$ cat config.mk
export PLATFORM = sky130hd
export DESIGN_NAME = johnson_phase_monitor_flat
export DESIGN_NICKNAME = d
export VERILOG_FILES = /design/src/rtl/johnson_phase_monitor_if.sv /design/src/rtl/johnson_phase_monitor.sv /design/src/flat_wrapper.sv
export SDC_FILE = /design/constraint.sdc
export NUM_CORES = 1
export LEC_CHECK = 0
export CORE_MARGIN = 1.5
export CORE_UTILIZATION = 48
export CTS_CLUSTER_SIZE = 24
export DETAILED_ROUTE_END_ITERATION = 10
export GPL_TIMING_DRIVEN = 0
export MAX_ROUTING_LAYER = met4
export PLACE_DENSITY = 0.75
export SETUP_SLACK_MARGIN = 0.02
export SYNTH_ARGS = -nofsm -noshare
export SYNTH_HDL_FRONTEND = slang
export SYNTH_SLANG_ARGS = --single-unit
$ cat constraint.sdc
create_clock -name clk -period 2.9 [get_ports clk]
set_clock_uncertainty 0.05 [all_clocks]
set_input_delay 0.725 -clock clk [delete_from_list [all_inputs] [get_ports clk]]
set_output_delay 0.725 -clock clk [all_outputs]
set_load 0.02 [all_outputs]
$ cat src/rtl/johnson_phase_monitor_if.sv
// Bus between a 4-bit Johnson counter (master) and its phase monitor (slave).
// No valid/ready handshake: q and resync are sampled on every rising clk edge, and all monitor outputs are registered.
interface johnson_phase_monitor_if #(
    parameter int CW = 8
);
    logic [3:0]    q;
    logic          resync;
    logic [7:0]    phase;
    logic [2:0]    phase_idx;
    logic          wrap;
    logic [CW-1:0] cycle_cnt;
    logic          locked;
    logic          stall;
    logic          err;
    logic [1:0]    err_code;
    logic [1:0]    dbg_state;

    modport master (
        output q, resync,
        input  phase, phase_idx, wrap, cycle_cnt, locked, stall, err, err_code, dbg_state
    );

    modport slave (
        input  q, resync,
        output phase, phase_idx, wrap, cycle_cnt, locked, stall, err, err_code, dbg_state
    );
endinterface

$ cat src/rtl/johnson_phase_monitor.sv
// Decodes a 4-bit Johnson counter into phase/index, counts completed cycles,
// and flags illegal codes, out-of-order steps and stalls.
module johnson_phase_monitor #(
    parameter int CW       = 8,
    parameter int HOLD_MAX = 15
) (
    input  logic                    clk,
    input  logic                    clr,
    johnson_phase_monitor_if.slave  mon
);
    typedef enum logic [1:0] {
        SYNC  = 2'd0,
        TRACK = 2'd1,
        FAULT = 2'd2
    } state_t;

    localparam logic [7:0] HOLD_LIM = 8'(HOLD_MAX);

    state_t        state_r;
    logic [3:0]    q_r;
    logic [7:0]    phase_r;
    logic [2:0]    idx_r;
    logic          wrap_r;
    logic [CW-1:0] cnt_r;
    logic          locked_r;
    logic          stall_r;
    logic          err_r;
    logic [1:0]    err_code_r;
    logic [7:0]    hold_cnt;

    logic [2:0]    idx_nxt;
    logic [7:0]    hold_nxt;

    function automatic logic [3:0] jcode(input logic [2:0] idx);
        case (idx)
            3'd0:    jcode = 4'b0000;
            3'd1:    jcode = 4'b0001;
            3'd2:    jcode = 4'b0011;
            3'd3:    jcode = 4'b0111;
            3'd4:    jcode = 4'b1111;
            3'd5:    jcode = 4'b1110;
            3'd6:    jcode = 4'b1100;
            default: jcode = 4'b1000;
        endcase
    endfunction

    function automatic logic is_legal(input logic [3:0] code);
        case (code)
            4'b0000, 4'b0001, 4'b0011, 4'b0111,
            4'b1111, 4'b1110, 4'b1100, 4'b1000: is_legal = 1'b1;
            default:                            is_legal = 1'b0;
        endcase
    endfunction

    // hold_nxt saturates so a long stall never wraps back below HOLD_MAX
    always_comb begin
        idx_nxt  = idx_r + 3'd1;
        hold_nxt = hold_cnt;
        if (hold_cnt != HOLD_LIM) begin
            hold_nxt = hold_cnt + 8'd1;
        end
    end

    always_ff @(posedge clk or negedge clr) begin
        if (!clr) begin
            state_r    <= SYNC;
            q_r        <= 4'b0000;
            phase_r    <= 8'd0;
            idx_r      <= 3'd0;
            wrap_r     <= 1'b0;
            cnt_r      <= '0;
            locked_r   <= 1'b0;
            stall_r    <= 1'b0;
            err_r      <= 1'b0;
            err_code_r <= 2'b00;
            hold_cnt   <= 8'd0;
        end else begin
            q_r    <= mon.q;
            wrap_r <= 1'b0;
            case (state_r)
                SYNC: begin
                    if (q_r == 4'b0000) begin
                        state_r  <= TRACK;
                        idx_r    <= 3'd0;
                        phase_r  <= 8'b0000_0001;
                        locked_r <= 1'b1;
                        hold_cnt <= 8'd0;
                        stall_r  <= 1'b0;
                    end
                end
                TRACK: begin
                    if (q_r == jcode(idx_nxt)) begin
                        idx_r    <= idx_nxt;
                        phase_r  <= 8'b0000_0001 << idx_nxt;
                        hold_cnt <= 8'd0;
                        stall_r  <= 1'b0;
                        if (idx_r == 3'd7) begin
                            wrap_r <= 1'b1;
                            cnt_r  <= cnt_r + CW'(1);
                        end
                    end else if (q_r == jcode(idx_r)) begin
                        hold_cnt <= hold_nxt;
                        stall_r  <= (hold_nxt == HOLD_LIM);
                    end else begin
                        state_r    <= FAULT;
                        err_r      <= 1'b1;
                        err_code_r <= is_legal(q_r) ? 2'b10 : 2'b01;
                        locked_r   <= 1'b0;
                        phase_r    <= 8'd0;
                        stall_r    <= 1'b0;
                        hold_cnt   <= 8'd0;
                    end
                end
                FAULT: begin
                    // resync only matters here; a fault detected in TRACK always wins
                    if (mon.resync) begin
                        state_r    <= SYNC;
                        err_r      <= 1'b0;
                        err_code_r <= 2'b00;
                    end
                end
                default: state_r <= SYNC;
            endcase
        end
    end

    assign mon.phase     = phase_r;
    assign mon.phase_idx = idx_r;
    assign mon.wrap      = wrap_r;
    assign mon.cycle_cnt = cnt_r;
    assign mon.locked    = locked_r;
    assign mon.stall     = stall_r;
    assign mon.err       = err_r;
    assign mon.err_code  = err_code_r;
    assign mon.dbg_state = state_r;
endmodule

$ cat src/flat_wrapper.sv
// flat-port wrapper written by rule: the top's interface ports become plain ports
module johnson_phase_monitor_flat 
#(
    parameter int CW       = 8,
    parameter int HOLD_MAX = 15
)
  (clk, clr, mon_q, mon_resync, mon_phase, mon_phase_idx, mon_wrap, mon_cycle_cnt, mon_locked, mon_stall, mon_err, mon_err_code, mon_dbg_state);
  johnson_phase_monitor_if #(.CW(CW)) mon_i ();
  input  logic clk;
  input  logic clr;
  input wire logic [$bits(mon_i.q)-1:0] mon_q;
  input wire logic [$bits(mon_i.resync)-1:0] mon_resync;
  output wire logic [$bits(mon_i.phase)-1:0] mon_phase;
  output wire logic [$bits(mon_i.phase_idx)-1:0] mon_phase_idx;
  output wire logic [$bits(mon_i.wrap)-1:0] mon_wrap;
  output wire logic [$bits(mon_i.cycle_cnt)-1:0] mon_cycle_cnt;
  output wire logic [$bits(mon_i.locked)-1:0] mon_locked;
  output wire logic [$bits(mon_i.stall)-1:0] mon_stall;
  output wire logic [$bits(mon_i.err)-1:0] mon_err;
  output wire logic [$bits(mon_i.err_code)-1:0] mon_err_code;
  output wire logic [$bits(mon_i.dbg_state)-1:0] mon_dbg_state;
  assign mon_i.q = mon_q;
  assign mon_i.resync = mon_resync;
  assign mon_phase = mon_i.phase;
  assign mon_phase_idx = mon_i.phase_idx;
  assign mon_wrap = mon_i.wrap;
  assign mon_cycle_cnt = mon_i.cycle_cnt;
  assign mon_locked = mon_i.locked;
  assign mon_stall = mon_i.stall;
  assign mon_err = mon_i.err;
  assign mon_err_code = mon_i.err_code;
  assign mon_dbg_state = mon_i.dbg_state;
  johnson_phase_monitor #(.CW(CW), .HOLD_MAX(HOLD_MAX)) u_core (.clk(clk), .clr(clr), .mon(mon_i));
endmodule
## After elaboration in Yosys (flattened, before gate mapping)

Memories as Yosys holds them, arrays and structs flattened.
Index checks and enable logic that the tools add are counted.

- Bits in registers: 39
- ROM bits: 16
- Logic and storage cells: 98
- Memories kept: 1

- $add $sub $neg: 3
- Equal/unequal tests: 25
- Shifts and indexed selects: 1
- Multiplexer cells: 44
- Reductions and logical operators: 13

Memories:

| memory | words | bits a word | read ports | clocked after Yosys merged registers in | write ports | RTL line | text |
|---|---|---|---|---|---|---|---|
| (name not given) | 16 | 1 | 1 | 0 | 0 | johnson_phase_monitor.sv:48 | `case (code)` |

Operators with widths:

| operator | count |
|---|---|
| $mux 8 | 7 |
| $pmux 4 s7 | 2 |
| $pmux 8 s2 | 2 |
| $eq 3x3->1 const B | 7 |
| $add 8x1->8 const B | 2 |
| $mux 1 | 15 |
| $mux 2 | 7 |
| $eq 3x2->1 const B | 4 |
| $mux 4 | 3 |
| $reduce_and 4->1 | 3 |
| $reduce_and 3->1 | 3 |
| $eq 4x4->1 | 2 |
| $eq 8x4->1 const B | 1 |
| $ne 8x4->1 const B | 1 |
| $shl 1x3->8 const A | 1 |
| $eq 3x1->1 const B | 2 |
| $logic_not 3->1 | 2 |
| $mux 3 | 2 |
| $ne 2x2->1 const B | 3 |
| $pmux 1 s2 | 3 |
| $pmux 2 s3 | 1 |
| $pmux 3 s2 | 1 |
| $logic_not 4->1 | 1 |
| $ne 2x1->1 const B | 2 |
| 8 further kinds | 9 |

## Logic depth before layout (Yosys ltp)

- Depth in word-level cells: 15
- Mapped depth: 10
- Depth with buffers taken out: 8

## Least setup slack after synthesis

OpenSTA, ideal clock, no wires.

- Path kind: flip-flop to flip-flop
- From: register u_core.idx_r[0] (netlist: u_core.mon.phase_idx[0])
- To: register u_core.err_code_r[1] (netlist: u_core.mon.err_code[1])
- Arrival time: 2.598 ns
- Setup slack: 0.127 ns
- Cell stages (with the launch flop): 10
- Path buffers: 1
- Period minus slack after synthesis: 2.773 ns
- Path through: dfrtp_1 -> ha_1 -> ha_1 -> nor3b_2 -> nor3_1 -> nor4b_4 -> and4_1 -> buf_4 -> nor3_4 -> mux2_4

- Cells in the longest elaborated chain, start to end: 7

Ends and longest elaborated chain:

| element | RTL line | text |
|---|---|---|
| start, declared | johnson_phase_monitor.sv:22 | `logic [2:0] idx_r;` |
| start signal, assigned | johnson_phase_monitor.sv:93 | `idx_r <= idx_nxt;` |
| $add 3x1->3, or another cell as far along | johnson_phase_monitor.sv:57 | `idx_nxt = idx_r + 3'd1;` |
| $eq 3x3->1, or another cell as far along | johnson_phase_monitor.sv:35 | `case (idx)` |
| $pmux 4 s7 or $mux 4 (tied branches) | johnson_phase_monitor.sv:35, johnson_phase_monitor.sv:92 |  |
| $mux 4 | johnson_phase_monitor.sv:80 | `case (state_r)` |
| $eq 4x4->1, on equally long branches | johnson_phase_monitor.sv:92, johnson_phase_monitor.sv:101 |  |
| $ne 2x2->1 (no source line) | -- |  |
| $reduce_and 4->1 (no source line) * | -- |  |
| end signal, assigned | johnson_phase_monitor.sv:107 | `err_code_r <= is_legal(q_r) ? 2'b10 : 2'b01;` |
| end, declared | johnson_phase_monitor.sv:28 | `logic [1:0] err_code_r;` |

Mark *: on every way between the ends. The rest lies on a longest branch, timed or not. The select of a mux whose other input is x is not followed.
A chain may end at the register's enable or synchronous reset.

## Worst setup path after layout

- From: register u_core.idx_r[0] (netlist: u_core.mon.phase_idx[0])
- To: register u_core.cnt_r[1] (netlist: u_core.mon.cycle_cnt[1])

- Cells in the longest elaborated chain, start to end: 6

Ends and longest elaborated chain:

| element | RTL line | text |
|---|---|---|
| $add 3x1->3 | johnson_phase_monitor.sv:57 |  |
| $eq 3x3->1, or another cell as far along | johnson_phase_monitor.sv:35 |  |
| $pmux 4 s7 | johnson_phase_monitor.sv:35 |  |
| $mux 4 | johnson_phase_monitor.sv:80 |  |
| $eq 4x4->1 | johnson_phase_monitor.sv:92 | `if (q_r == jcode(idx_nxt)) begin` |
| $reduce_and 3->1 (no source line) * | -- |  |
| end signal, assigned | johnson_phase_monitor.sv:99 | `cnt_r <= cnt_r + CW'(1);` |
| end, declared | johnson_phase_monitor.sv:24 | `logic [CW-1:0] cnt_r;` |

Marks and branches as above.

==> impl_results.md <==
- Hold crit path type: flop to flop
- Largest cells by area after synthesis: dfrtp_1 45%, ha_1 5.7%, nor2_1 3.8%
- Post-synth ARST share: 1.00
- First-pass GRT wire length: 7.33 mm
- Ys flop type: dfrtp_1
- Yosys Warn Count: 0
- Max-Cap Viols: 0
- Synthesized Nets: 226
- #FFs+latches synth: 39
- H-Tree Depth: 2
- WHS: 0.420 ns
- R2R Path End: u_core.mon.cycle_cnt[1]
- Die ar.: 0.00495 mm²
- Leak Pwr: 0.00121 µW
- Synthesized area: 0.00218 mm²
- PortBufs: 33
- Clock Path Buffers: 2
- Antenna Violating Nets Remaining: 0
- Num CTS Buffers: 5
- Post-Syn Instances: 209
- RSZ-0062 raised after global routing: no
- Critical Path End Type: flop
- Status: complete, no violations
- Area Growth Syn to Fin: 25.4%
- Slew Limit Fails: 0
- TNS Setup: 0 ns
- Commonest cells post-synth: 39 x dfrtp_1, 22 x nor2_1, 11 x nand3_1
- Core Area: 0.00435 mm²
- Via density: 5.60
- Unique cell type count in the Yosys netlist: 54
- Overall routed net length: 4.31 mm
- Global placement routability congestion: 0.801
- CTS root buf: clkbuf_8
- Count leader, synth: dfrtp_1
- Syn avg cell area: 10.4 µm²
- Detailed Place HPWL: 3.01 mm
- CP Launch Point: u_core.mon.phase_idx[0]
- VDD IR max: 0.400 mV
- Clk slew on worst S/H paths: 0.08 ns
- Pin count of the biggest net entering global routing: 40
- 1st-iter DRT viols: 73
- Pwr Density: 456 mW/mm²
- Post-synth EDFFs: 0
- R2R Path Start: u_core.mon.phase_idx[0]
- First-pass iteration count of the detailed router: 4
- Worst-Skew Late Latency: 0.29 ns
- Worst-path maximum fanout: 10
- Max frequency: 364 MHz
- CTS tree: built
- DRC viols: 0
- Postcts setup bufs: 0
- Critical Path RT: 3.02 ns
- FF-to-FF path depth: 9
- Seq/Total Area, Yosys: 0.448
- CP Class: flop to flop
- Antenna cells: 0
- Initial antenna violation count: 0
- Endpoints failing hold: 0
- Part of the cycle the worst path needs: 0.946
- Slew margin rel.: 0.431
- Vias in the first global route: 1602
- Total Nets Final: 266
- DIE WIDTH: 70.4 µm
- Synth area leader: dfrtp_1
- Die Y-Extent: 70.4 µm
- Global Route Usage Sum: 0.192
- Share of layout cells above drive strength 1: 0.148
- Fillers: 366
- Final Setup Violations: 0
- Critical path arrival: 2.87 ns
- Post-synth top area share: 0.448
- Worst Max-Slew Pin Slew: 0.853 ns
- DR vias: 1692
- Global route overflow: 0
- Cts hold-fix bufs: 0
- # clock sinks: 39
- Starting Density: 0.500
- R2R Setup Slk: 0.16 ns
- Setup crit start kind: flop
- Num rows: 24
- Wire per inst: 14.3 µm
- I/O pin cnt: 34
- Tmin final: 2.74 ns
- Crit path to: u_core.mon.cycle_cnt[1]
-- final cells by class --
type	count	area, µm²	area share
plain buffers	6	50.0	0.0183
clock buffers	6	82.6	0.0302
clock inverters	2	35.0	0.0128
inverters	8	30.0	0.0110
multi-input cells	156	1160	0.426
flip-flops and latches	39	978	0.358
well taps	52	65.1	0.0238
repair buffers	33	325	0.119
-- flip-flops by register name, indices dropped and copies added (netlist names) --
register,count
u_core.hold_cnt,8
u_core.mon.cycle_cnt,8
u_core.mon.phase,8
u_core.q_r,4
u_core.mon.phase_idx,3
u_core.mon.dbg_state,2
u_core.mon.err_code,2
u_core.mon.err,1
u_core.mon.locked,1
u_core.mon.stall,1
u_core.mon.wrap,1
-- cells in the final DEF, fill, tap and decap left out, types with 3 or more instances in the layout --
master,synthesis,final
dfrtp_1,39,37
clkdlybuf4s50_1,0,32
nor2_1,22,22
nand3_1,11,11
nand2_1,10,10
xnor2_1,9,9
a22o_1,9,9
inv_1,8,8
ha_1,10,8
o21ai_0,7,7
a21oi_1,7,7
nand4_1,6,6
clkbuf_8,0,6
xor2_1,5,5
and3_1,5,5
nor3_1,6,4
buf_6,3,3
or3_1,3,3
a21o_1,3,3
-- stage by stage --
step                setup slack (ns)  instances  area (µm²)  power [µW]   util
finish                         0.156        302        2730        1240  0.627
global route                  0.0104        302        2730        1300  0.627
CTS                           0.0257        302        2700        1260  0.620
detailed placement           -0.0106        294        2570         786  0.590
global placement              0.0159        294        2570         785  0.591
floorplan                      0.127        209        2180         702      -
-- worst min path at each step --
stage,cells past startpoint,endpoint,slack (ns),start
after floorplan,0,u_core.hold_cnt[0],0.38,clr
after global placement,1,u_core.mon.cycle_cnt[7],0.41,u_core.mon.cycle_cnt[7]
after detailed placement,1,u_core.mon.cycle_cnt[7],0.41,u_core.mon.cycle_cnt[7]
after CTS,1,u_core.mon.cycle_cnt[7],0.43,u_core.mon.cycle_cnt[7]
after global routing,1,u_core.mon.cycle_cnt[7],0.47,u_core.mon.cycle_cnt[7]
final,1,u_core.mon.cycle_cnt[7],0.42,u_core.mon.cycle_cnt[7]
-- where the power goes --
| group | total, µW | switching, µW | leakage [µW] | internal (µW) |
|---|---|---|---|---|
| clock network | 466 | 188 | 0.0000612 | 278 |
| logic | 185 | 98.1 | 0.000623 | 87.4 |
| registers | 593 | 21.6 | 0.000522 | 572 |
-- repair_timing --
action	4_1_cts	5_1_grt
cloned	0	0
resized for setup	3	6
setup endpoints to repair	7	26
pin swaps	0	1
-- metal layers --
metal,part of all wire,track usage,routed length (µm),vias up
met5,0,-,0,-
met4,0.014,0.0620,60,0
met3,0.035,0.0433,149,5
met2,0.46,0.297,2000,33
met1,0.49,0.252,2100,821
li1,-,-,-,833
-- critical path, stage by stage, from the launching register on --
cell and delay (ns):
dfrtp_2 0.46, ha_2 0.24, ha_4 0.25, nor3b_4 0.16, o21a_1 0.22, nor4b_4 0.42
and4_1 0.24, buf_4 0.19, nand2_2 0.10, mux2_4 0.30
-- cells by family (layout without fill, tap and decap cells) --
logic type               Yosys count  after routing  share of synthesized area
AO/OA/AOI/OAI                     40             40                      0.140
XOR/XNOR                          14             14                     0.0563
buffers and inverters             14             55                     0.0368
flip-flops                        39             39                      0.448
AND/OR/NAND/NOR                   89             89                      0.244
adder cells (fa/ha/maj)           10             10                     0.0574
multiplexers                       3              3                     0.0184
(Power assumes the default switching activity.)
